--- src/rtl/calc_disp_pkg.sv ---
// rtl/calc_disp_pkg.sv - shared types, segment patterns and decoder for the result display
// Contents:
//   state_t      conversion FSM states (IDLE, CONVERT, LOAD)
//   SEG_0..SEG_9 active-high 7-segment patterns, bit order {g,f,e,d,c,b,a}
//   SEG_BLANK    all segments off
//   seg7_enc     BCD nibble -> segment pattern; 10..15 decode to blank
package calc_disp_pkg;

  typedef enum logic [1:0] {
    IDLE    = 2'd0,
    CONVERT = 2'd1,
    LOAD    = 2'd2
  } state_t;

  localparam logic [6:0] SEG_0     = 7'b0111111;
  localparam logic [6:0] SEG_1     = 7'b0000110;
  localparam logic [6:0] SEG_2     = 7'b1011011;
  localparam logic [6:0] SEG_3     = 7'b1001111;
  localparam logic [6:0] SEG_4     = 7'b1100110;
  localparam logic [6:0] SEG_5     = 7'b1101101;
  localparam logic [6:0] SEG_6     = 7'b1111101;
  localparam logic [6:0] SEG_7     = 7'b0000111;
  localparam logic [6:0] SEG_8     = 7'b1111111;
  localparam logic [6:0] SEG_9     = 7'b1101111;
  localparam logic [6:0] SEG_BLANK = 7'b0000000;

  function automatic logic [6:0] seg7_enc(input logic [3:0] nibble);
    case (nibble)
      4'd0:    seg7_enc = SEG_0;
      4'd1:    seg7_enc = SEG_1;
      4'd2:    seg7_enc = SEG_2;
      4'd3:    seg7_enc = SEG_3;
      4'd4:    seg7_enc = SEG_4;
      4'd5:    seg7_enc = SEG_5;
      4'd6:    seg7_enc = SEG_6;
      4'd7:    seg7_enc = SEG_7;
      4'd8:    seg7_enc = SEG_8;
      4'd9:    seg7_enc = SEG_9;
      default: seg7_enc = SEG_BLANK;
    endcase
  endfunction

endpackage

--- src/rtl/calc_result_display_if.sv ---
// rtl/calc_result_display_if.sv - result/display bundle between calculator and display block
// Signals:
//   equal  result-valid level from the calculator (rising edge requests conversion)
//   C      binary result
//   busy   conversion in progress
//   done   one-cycle pulse when a new BCD value is loaded
//   bcd    held BCD value, units in [3:0]
//   seg    active-high segments {g,f,e,d,c,b,a}
//   an     one-hot active-high digit select, an[0] = units
// Modports: master = calculator/board side, slave = calc_result_display.
interface calc_result_display_if #(
  parameter int RES_W  = 7,
  parameter int DIGITS = 3
);
  logic                  equal;
  logic [RES_W-1:0]      C;
  logic                  busy;
  logic                  done;
  logic [4*DIGITS-1:0]   bcd;
  logic [6:0]            seg;
  logic [DIGITS-1:0]     an;

  modport master (output equal, C, input busy, done, bcd, seg, an);
  modport slave  (input equal, C, output busy, done, bcd, seg, an);
endinterface

--- src/rtl/calc_bin2bcd.sv ---
// rtl/calc_bin2bcd.sv - sequential shift-add-3 (double-dabble) binary to BCD engine
// Ports:
//   clk, reset  clock, asynchronous active-low reset
//   start       request; honoured only in IDLE
//   bin         binary input, captured on an accepted start
//   busy        high through CONVERT and LOAD
//   done        high for the single LOAD cycle
//   bcd         scratch register; valid while done is high
module calc_bin2bcd
  import calc_disp_pkg::*;
#(
  parameter int RES_W  = 7,
  parameter int DIGITS = 3
) (
  input  logic                clk,
  input  logic                reset,
  input  logic                start,
  input  logic [RES_W-1:0]    bin,
  output logic                busy,
  output logic                done,
  output logic [4*DIGITS-1:0] bcd
);

  localparam int CNT_W = $clog2(RES_W + 1);

  state_t              state;
  logic [RES_W-1:0]    shreg;
  logic [4*DIGITS-1:0] scratch;
  logic [4*DIGITS-1:0] adj;
  logic [CNT_W-1:0]    cnt;

  // Add-3 correction applied to every nibble before each shift.
  always_comb begin
    adj = scratch;
    for (int i = 0; i < DIGITS; i++) begin
      if (scratch[4*i +: 4] >= 4'd5) adj[4*i +: 4] = scratch[4*i +: 4] + 4'd3;
    end
  end

  always_ff @(posedge clk or negedge reset) begin
    if (!reset) begin
      state   <= IDLE;
      shreg   <= '0;
      scratch <= '0;
      cnt     <= '0;
      busy    <= 1'b0;
      done    <= 1'b0;
    end else begin
      case (state)
        IDLE: begin
          done <= 1'b0;
          if (start) begin
            shreg   <= bin;
            scratch <= '0;
            cnt     <= CNT_W'(RES_W);
            busy    <= 1'b1;
            state   <= CONVERT;
          end
        end
        CONVERT: begin
          scratch <= {adj[4*DIGITS-2:0], shreg[RES_W-1]};
          shreg   <= {shreg[RES_W-2:0], 1'b0};
          cnt     <= cnt - CNT_W'(1);
          if (cnt == CNT_W'(1)) begin
            done  <= 1'b1;
            state <= LOAD;
          end
        end
        LOAD: begin
          done  <= 1'b0;
          busy  <= 1'b0;
          state <= IDLE;
        end
        default: begin
          done  <= 1'b0;
          busy  <= 1'b0;
          state <= IDLE;
        end
      endcase
    end
  end

  assign bcd = scratch;

endmodule

--- src/rtl/calc_result_display.sv ---
// rtl/calc_result_display.sv - result-to-BCD converter with multiplexed 7-segment display
// Ports:
//   clk    single clock, rising edge
//   reset  asynchronous, active-low
//   disp   calc_result_display_if.slave: equal/C in; busy/done/bcd/seg/an out
// Parameters: RES_W (result width), DIGITS (display positions), REFRESH_DIV (cycles per digit).
// Optional build macro LEADING_ZERO_BLANK_EN: blank leading-zero digits above units.
module calc_result_display
  import calc_disp_pkg::*;
#(
  parameter int RES_W       = 7,
  parameter int DIGITS      = 3,
  parameter int REFRESH_DIV = 4
) (
  input  logic                 clk,
  input  logic                 reset,
  calc_result_display_if.slave disp
);

  localparam int DIV_W = (REFRESH_DIV > 1) ? $clog2(REFRESH_DIV) : 1;
  localparam int IDX_W = (DIGITS > 1) ? $clog2(DIGITS) : 1;

  logic                equal_q;
  logic                request;
  logic                conv_busy;
  logic                conv_done;
  logic [4*DIGITS-1:0] conv_bcd;
  logic [4*DIGITS-1:0] bcd_q;

  logic [DIV_W-1:0]    div;
  logic [IDX_W-1:0]    idx;
  logic [DIGITS-1:0]   an_q;
  logic [6:0]          seg_q;
  logic [DIGITS-1:0]   an_nxt;
  logic [DIGITS-1:0]   blank;
  logic [3:0]          nib;
  logic [6:0]          seg_nxt;

  // equal_q clears on reset, so equal already high at release is an edge.
  assign request = disp.equal & ~equal_q;

  calc_bin2bcd #(.RES_W(RES_W), .DIGITS(DIGITS)) u_bin2bcd (
    .clk   (clk),
    .reset (reset),
    .start (request),
    .bin   (disp.C),
    .busy  (conv_busy),
    .done  (conv_done),
    .bcd   (conv_bcd)
  );

  // Held result only moves on done, so partial scratch never reaches the display.
  always_ff @(posedge clk or negedge reset) begin
    if (!reset) begin
      equal_q <= 1'b0;
      bcd_q   <= '0;
    end else begin
      equal_q <= disp.equal;
      if (conv_done) bcd_q <= conv_bcd;
    end
  end

  always_comb begin
    an_nxt = '0;
    blank  = '0;
    nib    = 4'd0;
    for (int i = 0; i < DIGITS; i++) begin
      an_nxt[i] = (idx == IDX_W'(i));
      if (an_nxt[i]) nib = bcd_q[4*i +: 4];
    end
`ifdef LEADING_ZERO_BLANK_EN
    begin : g_lz
      logic zero_run;
      zero_run = 1'b1;
      // Walk down from the top digit; units (i=0) is never blanked.
      for (int i = DIGITS - 1; i > 0; i--) begin
        zero_run = zero_run & (bcd_q[4*i +: 4] == 4'd0);
        blank[i] = zero_run;
      end
    end
`endif
    seg_nxt = (|(blank & an_nxt)) ? SEG_BLANK : seg7_enc(nib);
  end

  // Free-running scan; an/seg are registered so they trail idx by one cycle.
  always_ff @(posedge clk or negedge reset) begin
    if (!reset) begin
      div   <= '0;
      idx   <= '0;
      an_q  <= DIGITS'(1);
      seg_q <= SEG_0;
    end else begin
      if (div == DIV_W'(REFRESH_DIV - 1)) begin
        div <= '0;
        idx <= (idx == IDX_W'(DIGITS - 1)) ? '0 : idx + IDX_W'(1);
      end else begin
        div <= div + DIV_W'(1);
      end
      an_q  <= an_nxt;
      seg_q <= seg_nxt;
    end
  end

  assign disp.busy = conv_busy;
  assign disp.done = conv_done;
  assign disp.bcd  = bcd_q;
  assign disp.an   = an_q;
  assign disp.seg  = seg_q;

endmodule

--- src/flat_wrapper.sv ---
// flat-port wrapper written by rule: the top's interface ports become plain ports
module calc_result_display_flat import calc_disp_pkg::*;
#(
  parameter int RES_W       = 7,
  parameter int DIGITS      = 3,
  parameter int REFRESH_DIV = 4
)
  (clk, reset, disp_equal, disp_C, disp_busy, disp_done, disp_bcd, disp_seg, disp_an);
  calc_result_display_if #(.RES_W(RES_W), .DIGITS(DIGITS)) disp_i ();
  input  logic clk;
  input  logic reset;
  input wire logic [$bits(disp_i.equal)-1:0] disp_equal;
  input wire logic [$bits(disp_i.C)-1:0] disp_C;
  output wire logic [$bits(disp_i.busy)-1:0] disp_busy;
  output wire logic [$bits(disp_i.done)-1:0] disp_done;
  output wire logic [$bits(disp_i.bcd)-1:0] disp_bcd;
  output wire logic [$bits(disp_i.seg)-1:0] disp_seg;
  output wire logic [$bits(disp_i.an)-1:0] disp_an;
  assign disp_i.equal = disp_equal;
  assign disp_i.C = disp_C;
  assign disp_busy = disp_i.busy;
  assign disp_done = disp_i.done;
  assign disp_bcd = disp_i.bcd;
  assign disp_seg = disp_i.seg;
  assign disp_an = disp_i.an;
  calc_result_display #(.RES_W(RES_W), .DIGITS(DIGITS), .REFRESH_DIV(REFRESH_DIV)) u_core (.clk(clk), .reset(reset), .disp(disp_i));
endmodule
--- config.mk ---
export PLATFORM = sky130hd
export DESIGN_NAME = calc_result_display_flat
export DESIGN_NICKNAME = d
export VERILOG_FILES = /design/src/rtl/calc_disp_pkg.sv /design/src/rtl/calc_result_display_if.sv /design/src/rtl/calc_bin2bcd.sv /design/src/rtl/calc_result_display.sv /design/src/flat_wrapper.sv
export SDC_FILE = /design/constraint.sdc
export NUM_CORES = 1
export LEC_CHECK = 0
export ABC_AREA = 1
export BUFFER_PORTS_ARGS = -buffer_cell sky130_fd_sc_hd__buf_2
export CAP_MARGIN = 10
export CORE_AREA = 2 2 83 85
export DETAILED_ROUTE_END_ITERATION = 12
export DIE_AREA = 0 0 85 87
export PLACE_DENSITY = 0.56
export SETUP_SLACK_MARGIN = 0.4
export SLEW_MARGIN = 0
export SYNTH_ARGS = -nofsm -noshare
export SYNTH_HDL_FRONTEND = slang
export SYNTH_SLANG_ARGS = --single-unit
--- constraint.sdc ---
create_clock -name clk -period 1.6 [get_ports clk]
set_input_delay 0.08 -clock clk [delete_from_list [all_inputs] [get_ports clk]]
set_output_delay 0.08 -clock clk [all_outputs]
set_load 0.03 [all_outputs]
Yosys cells after proc, flatten, opt, wreduce, memory -nomap -nowiden
Memories as Yosys holds them, arrays and structs flattened. A register that Yosys moved wholly into a read port is not among the register bits.
Index checks and enable logic that the tools add are counted.
{ "totals": {"reg_bits": 46, "rom_bits": 112, "input_bits": 10, "elab_cells": 59, "memories": 1} }
{ "classes": {"addsub": 6, "order_cmp": 3, "eq_ne": 7, "mux": 21, "bitwise": 3, "reduce_logical": 7} }
{ "memory_table": {"columns": ["memory", "words", "word_bits", "rd", "rd_clocked_by_memory_dff", "write_ports", "line", "text"], "rows": [
  ["(no name shown)", 16, 7, 1, 1, 0, "calc_disp_pkg.sv:28", "case (nibble)"]
]} }
{ "ops": {"columns": ["op", "count"], "rows": [
  ["$pmux 12 s2", 1],
  ["$mux 4", 5],
  ["$pmux 7 s2", 1],
  ["$ge 4x3->1 const B", 3],
  ["$mux 12", 1],
  ["$add 4x2->4 const B", 2],
  ["$mux 2", 4],
  ["$mux 7", 1],
  ["$mux 3", 2],
  ["$pmux 3 s2", 1],
  ["$reduce_and 2->1", 3],
  ["$add 2x1->2 const B", 2],
  ["$eq 2x1->1 const B", 2],
  ["$eq 2x2->1 const B", 2],
  ["$logic_not 2->1", 2],
  ["$pmux 2 s2", 1],
  ["$add 3x2->3 const B", 1],
  ["$eq 3x1->1 const B", 1],
  ["$mux 1", 3],
  ["$sub 3x1->3 const B", 1],
  ["$ne 2x1->1 const B", 1],
  ["$ne 2x2->1 const B", 1],
  ["$not 1->1", 2],
  ["$pmux 1 s2", 1],
  ["other kinds (3)", 3]
]} }

Logic depth before layout (Yosys ltp)
{ "logic_depth": {"ltp_word": 4, "ltp_mapped": 11, "mapped_depth_nobuf": 11} }

Hierarchy
A second synthesis with hierarchy kept.
{ "hier_totals": {"cells_unflattened": 294, "area_unflattened_um2": 2573.7} }
{ "modules_own_cells": {"columns": ["mod", "n_inst", "cells_per_inst", "area_each_um2", "seq_area_each_um2"], "rows": [
  ["calc_bin2bcd", 1, 168, 1352.5, 650.6],
  ["calc_result_display", 1, 126, 1221.2, 684.4]
]} }

Worst setup path before layout
OpenSTA, ideal clock, no wires.
{ "synth_timing": {"path_type": "register -> register", "from": "register u_core.bcd_q[8] (netlist: u_core.disp.bcd[8])", "to": "register u_core.seg_q[5] (netlist: u_core.disp.seg[5])", "setup_ps": 78, "t_arrival_ps": 1409, "required_ps": 1522, "slack_ps": 114, "stages_incl_launch_ff": 11, "path_buffers": 0, "path_cell_list": "dfrtp_1 inv_1 nand3_1 nand2_1 nor2_1 inv_1 ha_1 nand4_1 nand2_1 nand2_1 nand2_1"} }
{ "synth_between": {"elab_chain_cells": 1} }
{ "synth_lines": {"columns": ["element", "line", "text"], "rows": [
  ["start: declaration", "calc_result_display.sv:28", "logic [4*DIGITS-1:0] bcd_q;"],
  ["start signal: assignment", "calc_result_display.sv:59", "if (conv_done) bcd_q <= conv_bcd;"],
  ["$mux 4", "calc_result_display.sv:69", "if (an_nxt[i]) nib = bcd_q[4*i +: 4];"],
  ["end: declaration", "calc_result_display.sv:33", "logic [6:0] seg_q;"]
]} }
Every way passes these cells.
A chain may end at the register's enable or synchronous reset.

Worst setup path in the final report
{ "layout_timing": {"from": "register u_core.idx[0]", "to": "register u_core.seg_q[0] (netlist: u_core.disp.seg[0])"} }
{ "layout_between": {"elab_chain_cells": 4} }
{ "layout_lines": {"columns": ["element", "line", "text"], "rows": [
  ["start: declaration", "calc_result_display.sv:31", "logic [IDX_W-1:0] idx;"],
  ["start signal: assignment", "calc_result_display.sv:95", "idx <= (idx == IDX_W'(DIGITS - 1)) ? '0 : idx + IDX_W'(1);"],
  ["$logic_not 2->1", "calc_result_display.sv:68", "an_nxt[i] = (idx == IDX_W'(i));"],
  ["$mux 4 (2 in a row)", "calc_result_display.sv:69", null],
  ["$mux 4 *", "calc_result_display.sv:69", null]
]} }
Every way passes the cells marked *; elsewhere a longest branch is shown, timed or not.

==> impl_metrics.csv <==
group,metric,value,unit
route,drc,0,
finish,fill_cells,563,
synth,syn_area,2560,µm²
setup_path,startpoint_type,"flip-flop",
route,wl_per_cell,12.8,µm
finish,nets,404,
sta,grt_setup_unrepaired,"true",
min_path,hold_path.class,"in2reg",
setup_path,cp_data_required_time,1.86,ns
placed_design,place_hpwl,3.56,mm
synth,syn_nets,325,
floorplan,row_count,30,
global_route,grt_pass1_vias,2067,
pwr,swShare,43.5,%
pwr,sequentialPowerShare,30.7,%
placed_design,io_buffers,33,
setup_path,critPathMaxFanout,6,
floorplan,die_area,7400,µm²
setup_path,path_class,"reg2reg",
synth,yosysUniqueCellTypes,22,
min_path,worstHoldStart,"disp_C[5]",
sta,setup_viol,0,
sta,worst_pin_slew,0.285,ns
status,outcome,"finished, final reports clean",
finish,layout_commonest_cell,"nand2_1",
global_route,grt_util_all_layers,15.7,%
synth,syn_avg_cell_area,8.52,µm²
synth,ys.flop_type,"dfrtp_1",
cts,cts.sinks,53,
pwr,p_switching,3.27,mW
route,vias_per_cell,4.82,
route,drt-initial-drc-count,82,
setup_path,critPathLaunch,"u_core.idx[0]$_DFFE_PN0P_",
synth,seq_area_frac_synth,52.2,%
setup_path,end_kind,"flip-flop",
sta,final.period_utilization,90.4,%
cts,cts_tree,"built",
finish,area_delta_synth_final,44.3,%
synth,yosysWarnings,0,
floorplan,start_util,38.9,%
pwr,cellLeakagePower,1.81,nW
cts,clkSlewWorstSetupHoldPaths,0.10,ns
pwr,intPower,4.24,mW
floorplan,die_x,85,µm
synth,syn_inst,300,
global_route,antenna_found_initial,0,
cts,root_buffer,"clkbuf_8",
sta,report.final.slew_viol_count,0,
synth,async_flop_share,100,%
global_route,grt_pass1_wl,9.40,mm
finish,final_cell_mix,"nand2_1, dfrtp_1, buf_4",
sta,hold_violations,0,
sta,max_slew_margin,81.0,%
sta,fin_worst_skew,0.00563,ns
floorplan,core,6570,µm²
cts,clock_latency,0.31,ns
floorplan,io_pins,34,
route,ant_nets,0,
cts,ctsHtreeMaxLevel,2,
finish,drive_gt1_share,47.4,%
global_route,grt_max_degree,54,
sta,fin_crit,1.45,ns
pwr,powerDensity,2040,nW/µm²
setup_path,arrival,1.70,ns
finish,antenna_cells,0,
sta,final.setup.tns,0,ns
pwr,vdd.ir_drop.worst,997,µV
run,maxCapViolCount,0,
synth,synth_edf_count,0,
cts,clk_path_buf_depth,2,
setup_path,rr_startpoint,"u_core.idx[0]$_DFFE_PN0P_",
finish,post-route-util,56.2,%
global_route,grt_remaining_overflow,0,
route,dr.pass1.iters,4,
cts,numCtsBuffers,5,
pwr,combPwrFrac,54.6,%
sta,fmax,691,MHz
route,wl,5.89,mm
placed_design,place.gp.congestion,0.800,
floorplan,die_h,87,µm
synth,synth-seq-cells,53,
route,vias,2217,
pwr,clockPowerShare,14.7,%
[timing repair]
action | CTS | global route
buffers inserted | 13 | 21
pin swaps | 11 | 21
hold buffers | 4 | 0
endpoints found under the setup margin | 28 | 34
resized for setup | 35 | 65
endpoints found under the hold margin | 49 | 0
gates cloned | 1 | 2
[state kept, by name, summed over array words and instances (netlist names)]
signal / cells
u_core.disp.bcd: 12
u_core.u_bin2bcd.bcd: 12
u_core.disp.seg: 7
u_core.u_bin2bcd.shreg: 7
u_core.disp.an: 3
u_core.u_bin2bcd.cnt: 3
u_core.div: 2
u_core.idx: 2
u_core.u_bin2bcd.state: 2
u_core.equal_q: 1
u_core.u_bin2bcd.busy: 1
u_core.u_bin2bcd.done: 1
[worst max-delay path: stages, from the launching register on]
cell,delay [ns]
dfrtp_2,0.47
clkinv_4,0.11
nand3_2,0.10
nand2_2,0.07
nor2_4,0.14
inv_2,0.08
ha_2,0.18
inv_1,0.04
nand2_1,0.04
nand2_1,0.06
nand2_1,0.05
nand2_1,0.06
[power groups by stage]
stage / Clock [mW] / Sequential, mW / Combinational (mW)
after floorplan: 0 / 2.64 / 1.71
after global placement: 0 / 2.28 / 2.75
after detailed placement: 0 / 2.27 / 2.81
after CTS: 1.13 / 2.26 / 3.18
after global routing: 1.18 / 2.36 / 4.59
final: 1.10 / 2.30 / 4.10
[per-stage QoR]
step	instances	hold slack (ns)	area [µm²]	total power, mW	setup slack (ns)
after detailed placement	411	0.0992	2880	5.08	0.156
after global placement	411	0.0998	2880	5.03	0.179
after global routing	460	0.105	3690	8.13	0.0285
final	460	0.0781	3690	7.51	0.154
after CTS	437	0.0673	3270	6.56	0.177
after floorplan	300	-0.216	2600	4.35	0.273
[logic make-up after synthesis]
| logic type | count (synthesis) | share of synthesized area, % |
|---|---|---|
| and+or+nand+nor | 131 | 21.8 |
| DFF | 53 | 52.2 |
| AOI/OAI and AO/OA | 51 | 10.9 |
| buffers and inverters | 49 | 7.44 |
| adders and majority gates | 15 | 7.34 |
| xor gates and xnor gates | 1 | 0.343 |
[cell usage after synthesis (4+ instances only)]
master   number  area (µm²)
dfrtp_1      46        1150
inv_1        38         143
nand2_1      95         357
nand3_1      14        70.1
buf_2         5        25.0
dfstp_2       7         184
a21oi_1       6        30.0
inv_2         4        15.0
ha_1         15         188
nand3_2       4        40.0
o22ai_1       8        50.1
nor2_2        6        37.5
nor2_1        9        33.8
o21ai_0      32         160
[metal layers]
| layer | vias up | track usage (%) | wire [µm] |
|---|---|---|---|
| li1 | 1121 | - | - |
| met1 | 1052 | 19.6 | 2590 |
| met2 | 39 | 27.6 | 3030 |
| met3 | 5 | 3.13 | 197 |
| met4 | 0 | 4.33 | 65 |
| met5 | - | 0 | 0 |
[path summary, 6_finish.rpt]
| kind | to | slack [ns] | cells past startpoint |
|---|---|---|---|
| worst max-delay path | u_core.disp.seg[0]$_DFF_PN1_ | 0.15 | 11 |
| worst min-delay path | u_core.u_bin2bcd.shreg[5]$_DFFE_PN0P_ | 0.08 | 5 |
| worst max register to register | u_core.disp.seg[0]$_DFF_PN1_ | 0.15 | 11 |
| worst min register to register | u_core.div[0]$_DFF_PN0_ | 0.43 | 1 |
| max in group asynchronous | u_core.disp.seg[3]$_DFF_PN1_ | 1.03 | 3 |
| min in group asynchronous | u_core.div[0]$_DFF_PN0_ | 0.29 | 3 |
[cell type report]
class                           instances  area, µm²  area share, %
Clock buffer                            5       68.8           1.87
Clock inverter                          3       68.8           1.87
Inverter                               42        181           4.92
Multi-Input combinational cell        198       1350           36.7
Sequential cell                        53       1350           36.5
Tap cell                               80        100           2.71
Timing Repair Buffer                   77        556           15.1
Timing Repair inverter                  2       15.0          0.407
No activity file was read; power rests on OpenSTA's default activity.
